[config.mk]
export PLATFORM = sky130hd
export DESIGN_NAME = seq_alu
export DESIGN_NICKNAME = d
export VERILOG_FILES = /design/src/rtl/seq_alu.sv
export SDC_FILE = /design/constraint.sdc
export NUM_CORES = 1
export LEC_CHECK = 0
export BUFFER_PORTS_ARGS = -buffer_cell sky130_fd_sc_hd__buf_2
export CAP_MARGIN = 20
export CORE_MARGIN = 3
export CORE_UTILIZATION = 58
export DETAILED_ROUTE_END_ITERATION = 8
export PLACE_DENSITY = 0.86
export SETUP_SLACK_MARGIN = 0.2
export SYNTH_ARGS = -nofsm -noshare
export SYNTH_HDL_FRONTEND = slang
export SYNTH_SLANG_ARGS = --single-unit
[constraint.sdc]
create_clock -name clk -period 9.8 [get_ports clk]
set_clock_uncertainty 0.15 [all_clocks]
set_input_delay 1.96 -clock clk [delete_from_list [all_inputs] [get_ports clk]]
set_output_delay 1.96 -clock clk [all_outputs]
set_load 0.005 [all_outputs]
[src/rtl/seq_alu.sv]
// seq_alu: registered ALU with an iterative shift-add multiplier.
// Define SEQ_ALU_OVERFLOW_EN to add the signed add/sub overflow output.
module seq_alu #(
    parameter int WIDTH = 32
) (
    input  logic             clk,
    input  logic             reset,
    input  logic             start,
    input  logic [3:0]       ALUOp,
    input  logic [WIDTH-1:0] A,
    input  logic [WIDTH-1:0] B,
    output logic             busy,
    output logic             done,
    output logic [WIDTH-1:0] C,
    output logic             zero
`ifdef SEQ_ALU_OVERFLOW_EN
    ,
    output logic             overflow
`endif
);

    localparam int SHW = $clog2(WIDTH);
    localparam int CW  = SHW + 1;
    localparam int MSB = WIDTH - 1;

    localparam logic [3:0] OP_ADD  = 4'b0000;
    localparam logic [3:0] OP_SUB  = 4'b0001;
    localparam logic [3:0] OP_AND  = 4'b0010;
    localparam logic [3:0] OP_OR   = 4'b0011;
    localparam logic [3:0] OP_SRL  = 4'b0100;
    localparam logic [3:0] OP_SRA  = 4'b0101;
    localparam logic [3:0] OP_SLL  = 4'b0110;
    localparam logic [3:0] OP_SLT  = 4'b0111;
    localparam logic [3:0] OP_SLTU = 4'b1000;
    localparam logic [3:0] OP_MUL  = 4'b1001;

    typedef enum logic {
        S_IDLE,
        S_MUL
    } state_e;

    state_e           state_q;
    logic [CW-1:0]    cnt_q;
    logic [WIDTH-1:0] mcand_q;
    logic [WIDTH-1:0] mplier_q;
    logic [WIDTH-1:0] acc_q;
    logic [WIDTH-1:0] c_q;
    logic             zero_q;
    logic             done_q;
    logic             busy_q;

    logic [SHW-1:0]   sh;
    logic [WIDTH-1:0] sum;
    logic [WIDTH-1:0] diff;
    logic [WIDTH-1:0] alu_d;
    logic [WIDTH-1:0] acc_d;
    logic             is_mul;
    logic             slt_bit;
    logic             sltu_bit;

    assign sh       = B[SHW-1:0];
    assign sum      = A + B;
    assign diff     = A - B;
    assign is_mul   = (ALUOp == OP_MUL);
    assign slt_bit  = ($signed(A) < $signed(B));
    assign sltu_bit = (A < B);

    // Single-cycle result for every non-multiply op.
    always_comb begin
        alu_d = '0;
        case (ALUOp)
            OP_ADD:  alu_d = sum;
            OP_SUB:  alu_d = diff;
            OP_AND:  alu_d = A & B;
            OP_OR:   alu_d = A | B;
            OP_SRL:  alu_d = A >> sh;
            OP_SRA:  alu_d = $unsigned($signed(A) >>> sh);
            OP_SLL:  alu_d = A << sh;
            OP_SLT:  alu_d = {{(WIDTH-1){1'b0}}, slt_bit};
            OP_SLTU: alu_d = {{(WIDTH-1){1'b0}}, sltu_bit};
            default: alu_d = '0;
        endcase
    end

    // One shift-add step: accumulate the shifted multiplicand on a set bit.
    always_comb begin
        acc_d = acc_q;
        if (mplier_q[0]) begin
            acc_d = acc_q + mcand_q;
        end
    end

`ifdef SEQ_ALU_OVERFLOW_EN
    logic ovf_d;
    logic ovf_q;

    // Signed overflow is only meaningful for add and subtract.
    always_comb begin
        ovf_d = 1'b0;
        case (ALUOp)
            OP_ADD: ovf_d = (A[MSB] == B[MSB]) && (sum[MSB] != A[MSB]);
            OP_SUB: ovf_d = (A[MSB] != B[MSB]) && (diff[MSB] != A[MSB]);
            default: ovf_d = 1'b0;
        endcase
    end

    assign overflow = ovf_q;
`endif

    // Control FSM: issue, multiply iteration and result/flag registers.
    always_ff @(posedge clk) begin
        if (reset) begin
            state_q  <= S_IDLE;
            cnt_q    <= '0;
            mcand_q  <= '0;
            mplier_q <= '0;
            acc_q    <= '0;
            c_q      <= '0;
            zero_q   <= 1'b1;
            done_q   <= 1'b0;
            busy_q   <= 1'b0;
`ifdef SEQ_ALU_OVERFLOW_EN
            ovf_q    <= 1'b0;
`endif
        end else begin
            case (state_q)
                S_IDLE: begin
                    done_q <= 1'b0;
                    if (start) begin
                        if (is_mul) begin
                            mcand_q  <= A;
                            mplier_q <= B;
                            acc_q    <= '0;
                            cnt_q    <= CW'(WIDTH);
                            busy_q   <= 1'b1;
                            state_q  <= S_MUL;
                        end else begin
                            c_q    <= alu_d;
                            zero_q <= (alu_d == '0);
                            done_q <= 1'b1;
`ifdef SEQ_ALU_OVERFLOW_EN
                            ovf_q  <= ovf_d;
`endif
                        end
                    end
                end
                S_MUL: begin
                    acc_q    <= acc_d;
                    mcand_q  <= mcand_q << 1;
                    mplier_q <= mplier_q >> 1;
                    cnt_q    <= cnt_q - CW'(1);
                    done_q   <= 1'b0;
                    if (cnt_q == CW'(1)) begin
                        c_q     <= acc_d;
                        zero_q  <= (acc_d == '0);
                        done_q  <= 1'b1;
                        busy_q  <= 1'b0;
                        state_q <= S_IDLE;
`ifdef SEQ_ALU_OVERFLOW_EN
                        ovf_q   <= 1'b0;
`endif
                    end
                end
                default: begin
                    state_q <= S_IDLE;
                    busy_q  <= 1'b0;
                    done_q  <= 1'b0;
                end
            endcase
        end
    end

    assign busy = busy_q;
    assign done = done_q;
    assign C    = c_q;
    assign zero = zero_q;

endmodule

# == After elaboration in Yosys (flattened, before gate mapping) ==
# Cells that the tools add are included.
# totals
regBits,138
latch_bits,0
mem_bits_rw,0
mem_bits_ro,0
in_bits,71
elab_cells,75
mem_count,0
# classes
add_sub_neg,4
multipliers,0
n_div,0
magnitude_cmp,2
eq_ne,14
shifts,3
mux,34
n_bitwise,3
n_reduce_logical,6
# ops
op,count
32-bit two-way mux,10
32-bit case mux with 9 select lines,1
32-bit case mux with 2 select lines,4
32-bit adder,2
32-bit logical NOT,2
32-bit less-than comparator,2
32-bit AND,1
32-bit bitwise OR,1
32-bit by 5-bit left shift with 32-bit output,1
32-bit by 5-bit right shift with 32-bit output,1
32-bit by 5-bit >>> shifter with 32-bit output,1
32-bit subtractor,1
"4-bit by 3-bit == test with 1-bit output, second input constant",4
1-bit two-way mux,12
6-bit two-way mux,2
6-bit case mux with 2 select lines,1
"4-bit by 2-bit == test with 1-bit output, second input constant",2
"4-bit == test, second input constant",2
1-bit case mux with 2 select lines,4
"6-bit by 1-bit == test with 1-bit output, second input constant",1
"2-bit != test, second input constant",3
3-bit AND reduction,2
"6-bit by 1-bit subtractor with 6-bit output, second input constant",1
"4-bit by 1-bit == test with 1-bit output, second input constant",1
other kinds (4),4

# == Longest topological paths before layout ==
# logic_depth
ltp_word,6
depth_mapped,19

# == Least setup slack after synthesis ==
# Ideal clock, no wire load.
# synth_path
path_type,input-to-reg
startpoint,input B[2]
endpoint,register zero_q (netlist: zero)
arrival_ns,6.697
required_ns,9.591
setup_slack_ns,2.894
path_stages,18
n_path_buf,5
path_cell_list,clkbuf_1 > inv_1 > buf_2 > buf_2 > buf_2 > buf_1 > ha_1 > or4_1 > a2111oi_2 > nor3_1 > a221oi_1 > o221ai_1 > nor4_1 > o2111ai_1 > or4_1 > or4_1 > o41ai_2 > a31o_1
# synth_between
elab_chain_cells,6
word_cells_on_any_way,14
classes_between,2 x add/sub; 2 x order compare; 3 x shift; 4 x mux; 2 x bitwise; 1 x reduce/logical
# synth_rtl
element,line_no,source
start: declaration,11,"input logic [WIDTH-1:0] B,"
32-bit subtractor (tied with other cells),63,assign diff = A - B;
32-bit case mux with 9 select lines *,71,case (ALUOp)
32-bit logical NOT *,139,zero_q <= (alu_d == '0);
1-bit two-way mux *,130,if (is_mul) begin
1-bit two-way mux *,129,if (start) begin
1-bit case mux with 2 select lines *,126,case (state_q)
end signal: assignment,139,
end signal: assignment,155,zero_q <= (acc_d == '0);
end: declaration,48,logic zero_q;
# Every way passes the cells marked *; elsewhere a longest branch is shown, timed or not. The select of a mux whose other input is x is not followed.
# A chain may end at the register's enable or synchronous reset.

# == Final worst setup path ==
# layout_path
startpoint,input B[4]
endpoint,register zero_q (netlist: zero)
# The elaborated chain is that of the path after synthesis.

==> qor.csv <==
stage,metric,value,unit
status,status,"complete, no violations",
logic_synthesis,number of synthesized flops with an enable pin,0,
hold_path,"Endpoint, Worst Hold",C[0],
placed_design,hpwl dp,56.7,mm
routing,wire per inst,27.3,µm
sta,RSZ-0062 raised after global routing,false,
sta,Peak Freq,137,MHz
clocking,post-cts sizing count,0,
die,# rows,62,
routing,TritonRoute pass-1 iters,7,
sta,Worst-Margin Slew,1110,ps
placed_design,routability cong.,1.14,
grt,vias in the first global route,18566,
hold_path,Worst Hold Class,register to register,
sta,Slew Limit Fails,0,
setup_path,Critical Path Fanout Max,19,
sta,Final period util,74.5,%
logic_synthesis,Post-Syn Area,17000,µm²
setup_path,cell count of the worst reg-to-reg path,14,
routing,Post-route DRC,0,
die,Die Y,177,µm
logic_synthesis,share of async-settable or async-resettable flops after synthesis,0,%
clocking,"Reg clk slew, reported paths",70,ps
logic_synthesis,post-synthesis register bit count,138,
grt,antenna violations before repair,3,
setup_path,CP Buf/Inv Count,2,
finish,antenna cells,0,
grt,grt ovf,0,
setup_path,worst endpoint data arrival time,7530,ps
job,Max-Cap Viols,0,
sta,slew margin rel.,26.1,%
clocking,TritonCTS clock tree,yes,
sta,Final min period,7300,ps
setup_path,crit path kind,input port to register,
clocking,CTS Buf Count,17,
setup_path,startpoint types,input port,
setup_path,reg2reg start,mcand_q[0],
die,Top Ports,106,
sta,Final WS setup,2500,ps
routing,via/cell ratio,7.25,
routing,vias after detailed routing,20207,
grt,largest net degree at the start of global routing,93,
sta,total negative setup slack,0,ps
logic_synthesis,synthesized area per cell,7.04,µm²
logic_synthesis,syn nets,2615,
routing,Initial DRC Count,3693,
setup_path,crit-path max cell delay,740,ps
die,die width,177,µm
die,die outline area,31400,µm²
routing,DRT antenna net count,0,
finish,share of cells above drive strength 1,11.5,%
logic_synthesis,ys flop type,dfxtp_1,
setup_path,crit path capture type,register,
setup_path,stages on the worst setup path,15,
setup_path,R2R Path End,zero,
hold_path,min-delay src,C[0],
setup_path,worst-path cell with the longest stage delay,ha_1,
logic_synthesis,Synth Warn #,0,
grt,GRT Total Usage,46.8,%
die,initial core utilization,59.0,%
finish,"commonest non-fill, non-tap cell in the layout",nor2_1,
power,PwrDens,108,nW/µm²
finish,Nets,2593,
placed_design,pre-CTS setup slack,2310,ps
die,core area,28800,µm²
logic_synthesis,post-synth cell types,92,
power,maximum vdd drop,0.113,mV
setup_path,"critical path, cell by cell",buf_2 -> clkinv_1 -> ha_1 -> a21oi_1 -> o21ai_0 -> a221o_1 -> o21ai_0 -> o21ai_0 -> xnor2_1 -> a221oi_1 -> o2111ai_1 -> or4_1 -> or4_1 -> o41ai_2 -> a31o_1,
placed_design,IO buf count,105,
setup_path,R2R setup slack,4910,ps
finish,area delta synth->final,6.80,%
logic_synthesis,post-synthesis cell count,2411,
setup_path,cell repeated most along the worst path,o21ai_0,
sta,Final Hold Violating Endpoints,0,
hold_path,hold path depth,2,
setup_path,CP required,10030,ps
finish,"commonest non-fill, non-tap cells in the layout","nor2_1, a21oi_1, nand2_1, dfxtp_1, ha_1",
logic_synthesis,"Seq/Total Area, Yosys",16.3,%
clocking,CTS root buffer,clkbuf_16,
clocking,clock sinks,138,
routing,Post-Route WL,75.9,mm
clocking,clk_lat worst skew,440,ps
finish,post-layout util,63.0,%
power,leak pwr,7.64,nW
setup_path,Top Family by Delay on Critical Path,compound AO/OA/AOI/OAI gates,
clocking,post-CTS setup buffers,0,
grt,first-pass GRT wire length,113,mm
clocking,htree depth,4,
sta,final setup fails,0,
clocking,hold-fix buffers at CTS,0,
clocking,clk buf depth,2,
-- tightest hold or removal path, cell delays in order (launching register included) --
cell and delay, ps:
dfxtp_1 310, nand2_1 50, a21oi_1 50
-- area by class of cell --
cell class | count | area (µm²)
inverters | 105 | 394
repair buffers | 133 | 761
clock inverters | 13 | 133
clock buffers | 19 | 443
well taps | 384 | 480
flip-flops and latches | 138 | 2770
multi-input cells | 1994 | 13200
fillers | 2591 | 10600
-- metrics by stage --
| step | total power [mW] | hold slack (ps) | std cells | instance area (µm²) |
|---|---|---|---|---|
| after global routing | 2.02 | 328 | 2786 | 18100 |
| after global placement | 1.27 | 289 | 2753 | 17500 |
| final | 1.97 | 302 | 2786 | 18100 |
| after floorplan | 1.05 | 295 | 2411 | 17000 |
| after CTS | 1.92 | 304 | 2785 | 18100 |
| after detailed placement | 1.28 | 292 | 2753 | 17500 |
-- how the worst max path moves through the flow --
stage                     startpoint  endpoint  slack, ps
final                           B[4]      zero       2500
after global routing            B[4]      zero       2290
after CTS                       B[4]      zero       2740
after detailed placement        B[4]      zero       2310
after global placement          B[4]      zero       2270
after floorplan                 B[2]      zero       2890
-- cells by family (layout without fill, tap and decap cells) --
family | after synthesis | in the layout | synth area share (%)
XOR/XNOR | 35 | 35 | 1.81
adder cells (fa/ha/maj) | 133 | 133 | 9.93
AO/OA/AOI/OAI | 814 | 814 | 30.8
flip-flops | 138 | 138 | 16.3
buffers and inverters | 279 | 270 | 6.53
AND/OR/NAND/NOR | 863 | 863 | 22.8
multiplexers | 149 | 149 | 11.9
-- per-layer routing --
layer / track usage, % / vias up / wire length, µm / share of wire [%]
li1: - / 8788 / - / -
met1: 61.4 / 9451 / 29300 / 39
met2: 68.7 / 1589 / 31200 / 41
met3: 14.1 / 375 / 10000 / 13
met4: 25.4 / 4 / 5390 / 7.1
met5: 0 / - / 23 / 0.030
-- flip-flops by register name, summed over array words and instances, names as in the netlist --
name      cells
acc_q        32
done          1
state_q       1
busy          1
C            32
cnt_q         6
mcand_q      32
mplier_q     32
zero          1
-- power breakdown --
group          leakage (nW)  total (mW)  switching [mW]  internal [mW]
logic                  6.25       0.720           0.485          0.235
registers              1.12       0.587          0.0111          0.576
clock network         0.270       0.659           0.296          0.363
total                  7.64        1.97           0.792           1.17
-- cells in the mapped netlist, drive strengths merged (13+ instances only) --
cell     instances  area [µm²]
mux2            48         552
nand2          225         845
o21ai          112         561
o2111ai         15         131
o211ai          36         270
a211oi          45         343
o221ai          20         175
nor3            44         220
nor2b           22         138
nand2b          20         125
o21bai          23         173
and3            13        81.3
dfxtp          138        2760
a21o            24         180
xnor2           23         201
a31oi           29         181
a221oi          17         149
nor4            16         106
mux4            36         811
mux2i           65         651
and2            20         125
inv            104         390
buf             47         238
ha             130        1630
nand4           17         106
a21oi          329        1650
nand3           59         295
o22ai           22         138
nor2           367        1380
clkbuf         127         477
No activity file was read; power rests on OpenSTA's default activity.
